[src/rtl/dmem_arbiter.sv]
// Two-requester round-robin arbiter in front of a single-port data memory.
// Each grant runs one ACCESS cycle followed by one RESP cycle.
module dmem_arbiter #(
    parameter int DEPTH  = 1024,
    parameter int DATA_W = 32
) (
    input  logic              clk,
    input  logic              rst,
    input  logic              m0_req,
    input  logic              m0_we,
    input  logic [DATA_W-1:0] m0_addr,
    input  logic [DATA_W-1:0] m0_wdata,
    output logic              m0_gnt,
    output logic              m0_done,
    output logic [DATA_W-1:0] m0_rdata,
    output logic              m0_err,
    input  logic              m1_req,
    input  logic              m1_we,
    input  logic [DATA_W-1:0] m1_addr,
    input  logic [DATA_W-1:0] m1_wdata,
    output logic              m1_gnt,
    output logic              m1_done,
    output logic [DATA_W-1:0] m1_rdata,
    output logic              m1_err,
    output logic [DATA_W-1:0] mem_A,
    output logic [DATA_W-1:0] mem_WD,
    output logic              mem_WE,
    input  logic [DATA_W-1:0] mem_RD,
    output logic              busy
);

    typedef enum logic [1:0] {IDLE, ACCESS, RESP} state_t;

    typedef struct packed {
        logic              id;
        logic              we;
        logic [DATA_W-1:0] addr;
        logic [DATA_W-1:0] wdata;
    } cmd_t;

    localparam logic [DATA_W-1:0] LIMIT = DATA_W'(DEPTH);

    state_t            state, state_nxt;
    cmd_t              cmd, cmd_nxt;
    logic              ptr, ptr_nxt;
    logic              win;
    logic              oor;
    logic              acc;
    logic              rsp;
    logic [DATA_W-1:0] resp_data;
    logic              resp_err;

    assign oor = cmd.addr >= LIMIT;
    assign acc = state == ACCESS;
    assign rsp = state == RESP;

    always_ff @(posedge clk) begin
        if (!rst) begin
            state     <= IDLE;
            cmd       <= '0;
            ptr       <= 1'b0;
            resp_data <= '0;
            resp_err  <= 1'b0;
        end else begin
            state <= state_nxt;
            cmd   <= cmd_nxt;
            ptr   <= ptr_nxt;
            if (acc) begin
                resp_data <= (oor || cmd.we) ? '0 : mem_RD;
                resp_err  <= oor;
            end
        end
    end

    always_comb begin
        state_nxt = state;
        cmd_nxt   = cmd;
        ptr_nxt   = ptr;
        // ptr names the requester that wins a tie
        win       = (m0_req && m1_req) ? ptr : m1_req;
        unique case (state)
            IDLE, RESP: begin
                if (m0_req || m1_req) begin
                    state_nxt = ACCESS;
                    ptr_nxt   = ~win;
                    if (win)
                        cmd_nxt = '{id: 1'b1, we: m1_we,
                                    addr: m1_addr, wdata: m1_wdata};
                    else
                        cmd_nxt = '{id: 1'b0, we: m0_we,
                                    addr: m0_addr, wdata: m0_wdata};
                end else begin
                    state_nxt = IDLE;
                end
            end
            ACCESS:  state_nxt = RESP;
            default: state_nxt = IDLE;
        endcase
    end

    assign mem_A    = cmd.addr;
    assign mem_WD   = cmd.wdata;
    assign mem_WE   = acc && cmd.we && !oor && rst;
    assign busy     = state != IDLE;

    assign m0_gnt   = acc && !cmd.id;
    assign m1_gnt   = acc && cmd.id;
    assign m0_done  = rsp && !cmd.id;
    assign m1_done  = rsp && cmd.id;
    assign m0_err   = m0_done && resp_err;
    assign m1_err   = m1_done && resp_err;
    assign m0_rdata = m0_done ? resp_data : '0;
    assign m1_rdata = m1_done ? resp_data : '0;

endmodule

[config.mk]
export PLATFORM = sky130hd
export DESIGN_NAME = dmem_arbiter
export DESIGN_NICKNAME = d
export VERILOG_FILES = /design/src/rtl/dmem_arbiter.sv
export SDC_FILE = /design/constraint.sdc
export NUM_CORES = 1
export LEC_CHECK = 0
export ABC_AREA = 1
export CAP_MARGIN = 20
export CORE_MARGIN = 4
export CORE_UTILIZATION = 31
export CTS_CLUSTER_SIZE = 25
export DETAILED_ROUTE_END_ITERATION = 8
export GPL_TIMING_DRIVEN = 0
export MAX_ROUTING_LAYER = met4
export PLACE_DENSITY = 0.67
export SLEW_MARGIN = 40
export SYNTH_ARGS = -nofsm -noshare
export SYNTH_HDL_FRONTEND = slang
export SYNTH_SLANG_ARGS = --single-unit
export TNS_END_PERCENT = 100
[constraint.sdc]
create_clock -name clk -period 3.3 [get_ports clk]
set_input_delay 0.33 -clock clk [delete_from_list [all_inputs] [get_ports clk]]
set_output_delay 0.33 -clock clk [all_outputs]
set_load 0.01 [all_outputs]
* Word level (Yosys, flattened, before mapping)
Cells that the tools add are included.
Cells by class: add/sub/neg operators 0, multiply operators 0, divide/modulo/power cells 0, $lt $le $gt $ge 1, equality and inequality tests 2, shift-type cells 0, mux-type cells 7, bitwise logic cells 1, reduce and logical (&&, ||, !) cells 18
Operators by type and width (count):
- $mux W32 | 3
- $mux W66 | 1
- $ge A32 B11 Y1 const B | 1
- $logic_and A1 B1 Y1 | 10
- $pmux W2 S2 | 1
- $eq A2 B1 Y1 const B | 1
- $eq A2 B2 Y1 const B | 1
- $logic_not A1 Y1 | 2
- $logic_not A2 Y1 | 1
- $logic_or A1 B1 Y1 | 2
- $mux W1 | 2
- $reduce_and A2 Y1 | 1
- $reduce_bool A2 Y1 | 1
- $reduce_or A2 Y1 | 1
- $not A1 Y1 | 1
Word-level totals: bits in registers 102, bits in latches 0, memory bits (writable) 0, ROM bits 0, output and inout port bits 136, word-level logic and storage cells 37, memories kept 0

* Logic depth before layout (Yosys ltp)
depth in word-level cells 4, mapped depth 9, depth with buffers taken out 8

* Worst setup path before layout
OpenSTA, ideal clock, no wires.
path type reg-to-output, from register cmd[65] in the netlist's numbering, to output port m1_rdata[10], arrival 1298 ps, data required time 2970 ps, slack 1672 ps, cell stages (with the launch flop) 6, path buffers 1, cells stage by stage dfxtp_1 > inv_1 > nor3_1 > inv_1 > clkbuf_1 > nor2_1
On the way: word-level cells in the longest chain between the ends 2
Ends and longest elaborated chain:
- start: declaration | RTL line 44 | cmd_t cmd, cmd_nxt;
- start signal: assignment | RTL line 66 | cmd <= cmd_nxt;
- $logic_and A1 B1 Y1 | RTL line 109 | assign m1_done = rsp && cmd.id;
- via m1_done | RTL line 22 | output logic m1_done,
- $mux W32 | RTL line 113 | assign m1_rdata = m1_done ? resp_data : '0;
- end: declaration | RTL line 23 | output logic [DATA_W-1:0] m1_rdata,
The timed path passes the listed nets, and every way through them passes these cells.

* Worst setup path after layout
from register state[1], to output port m0_rdata[12]
On the way: word-level cells in the longest chain between the ends 3
Ends and longest elaborated chain:
- start: declaration | RTL line 43 | state_t state, state_nxt;
- start signal: assignment | RTL line 65 | state <= state_nxt;
- $eq A2 B2 Y1 | RTL line 55 | assign rsp = state == RESP;
- $logic_and A1 B1 Y1 | RTL line 108 | assign m0_done = rsp && !cmd.id;
- $mux W32 | RTL line 112 | assign m0_rdata = m0_done ? resp_data : '0;
- end: declaration | RTL line 15 | output logic [DATA_W-1:0] m0_rdata,
Every way passes these cells.

==> reports/metrics.cfg <==
[sta]
skew_ns=0.006101
fin_crit_sh_pct=82.83
final.setup.worst_slack_ns=0.5665
slew_violations=0
timing.fmax_mhz=365.8
rsz0062_at_grt=false
period_minus_slack_ns=2.733
tns_ns=0
worst_pin_slew_ns=0.6260
setup_viol=0
relSlewSlack_pct=58.26
finalHoldViolations=0

[layout]
nFillCells=1687
finalNonFillerCells=1350
layout-drive-gt1-share_pct=9.655
layout.nets=1290
area_delta_synth_final_pct=68.29
post-route-util_pct=53.38

[worst_setup_path]
slowest_stage=clkdlybuf4s50_1
critical_path_class=flop to primary output
reg2reg_depth=9
worstSetupEndpointType=primary output
path_cells=inv_1 > nor3_1 > inv_1 > clkbuf_1 > nor2_1 > clkdlybuf4s50_1
critical_path.most_common_cell=inv_1
required_ns=2.97
arrival_ns=2.40
start_kind=flop
worstPathMaxFanout=10
max_stage_delay_ns=0.55

[clock_network]
clkTransAtPathRegs_ns=0.07
clk_path_buf_depth=2
cts_resized=0
cts_tree=built
clk_latency_ns=0.35
cts.sinks=102
hold_buffers=0
cts-root-buf=clkbuf_16
ctsHtreeMaxLevel=3
numCtsBuffers=9
post_cts_buffers=0

[placed_design]
pre_cts_slack_ns=0.9153
numPortBuffers=300
dpl.hpwl_um=15080
gp_congestion=0.8829
place_inst=1333

[yosys]
syn_inst=813
yosysSeqAreaShare_pct=38.68
synth-seq-cells=102
yosysTopAreaCell=dfxtp_1
synthesis.area_um2=5279
synth_common_cells=248 x nand2_1, 118 x nor2_1, 102 x dfxtp_1
async_flop_share_pct=0
synthDistinctLibCells=22
yosysWarnings=0
syn_area_per_cell_um2=6.493
syn-num-nets=979
synth_edf_count=0
dominantRegCellSynth=dfxtp_1
synth_area_leaders=dfxtp_1 39%, nand2_1 18%, buf_4 9.8%
synth.most_common_cell=nand2_1
synth.top_cell.area_share_pct=38.68

[grt]
grt-ovfl-total=0
grt_antenna_before_repair=1
grt_pass1_vias=5727
grt_usage_pct=19.73
grt_max_degree=17
grt_pass1_wl_um=29610

[floorplan]
die_w_um=138.5
pin_count=302
dieHeight_um=138.5
rows=47
die_area_um2=19180
core_area_um2=16640
initial_utilization_pct=31.72

[pwr]
combPwrFrac_pct=24.8
power_density_nw_per_um2=377.3
finalPower_w=0.003352
p_seq_share_pct=40.4
peakVddDrop_uv=241.2
p_sw_w=0.0008883
p_int_w=0.002463
power_leakage_nw=3.527
switching_share_pct=26.50
clockPowerShare_pct=34.8

[drt]
wire_per_inst_um=14.15
vias_per_cell=4.404
drt_iter0_drc=248
drc_errors=0
wl_um=19110
postRouteAntennaNets=0
firstDrtPassIters=5
vias=5945

[flow_run]
maxCapViolCount=0

[status]
outcome=complete, no violations

[hold_path]
hp-class=input pin to flop
min_path_cells=3

## per-stage QoR
step / instance area, um^2 / hold slack, ns
floorplan: 5279 / 0.4445
global placement: 8557 / 0.4521
detailed placement: 8557 / 0.4557
CTS: 8881 / 0.2891
global route: 8884 / 0.3064
finish: 8884 / 0.2924
## power groups by stage
stage,combinational (W),sequential (W),clock [W]
floorplan,0.000402,0.00137,0
global placement,0.000838,0.00138,0
detailed placement,0.000840,0.00138,0
CTS,0.000844,0.00135,0.00120
global route,0.000914,0.00136,0.00125
finish,0.000831,0.00135,0.00117
## final timing paths
check | slack (ns) | from | endpoint
worst max register to register | 1.72 | ptr | mem_A[22]
worst max-delay path | 0.57 | state[1] | m0_rdata[12]
worst min-delay path | 0.29 | rst | mem_WD[2]
worst min register to register | 0.47 | resp_data[29] | resp_data[29]
## logic make-up (layout without fill, tap and decap cells)
group | after synthesis | after routing | share of synthesized area (%)
DFF | 102 | 102 | 38.68
and+or+nand+nor | 418 | 418 | 31.17
AOI/OAI and AO/OA | 90 | 90 | 10.00
other | 0 | 1 | 0
buffers and inverters | 203 | 519 | 20.15
## cell type report
cell class,count,area (um^2),area share [%]
timing repair buffer,300,3003,33.80
clock inverter,6,85.08,0.9577
clock buffer,10,239.0,2.690
multi-input combinational,508,2173,24.46
sequential,102,2042,22.99
buffer,115,733.2,8.254
inverter,88,330.3,3.718
tap,220,275.3,3.099
antenna,1,2.502,0.02817
## sequential cells by signal, summed over array words and instances, names as in the netlist
register   flops
resp_err       1
mem_WD        32
cmd            2
ptr            1
mem_A         32
resp_data     32
state          2
## layout by cell type, fill, tap and decap left out, types with 3 or more instances in the layout
master           Yosys  layout
a21oi_1             33      33
clkdlybuf4s50_1      0     300
inv_1               86      86
nand2_1            248     248
dfxtp_1            102     102
nor2_1             118     118
buf_1                5       5
buf_4               69      69
clkbuf_1            22      22
buf_2               16      16
a31oi_1             52      52
nand3_1             45      45
buf_6                3       3
clkbuf_16            0       9
## critical path: cells and delay by family (launching register included)
kind,cells,cell delay [ns]
flops,1,0.33
simple gates,2,0.59
buf+inv,4,1.14
## per-layer routing
layer	up-vias	GRT usage, %	wire length [um]
li1	3062	-	-
met5	-	-	0
met2	232	32.63	9065
met4	0	6.448	334
met1	2631	22.78	7939
met3	20	6.285	1767
Note: power is estimated with default switching activity, not from simulation.
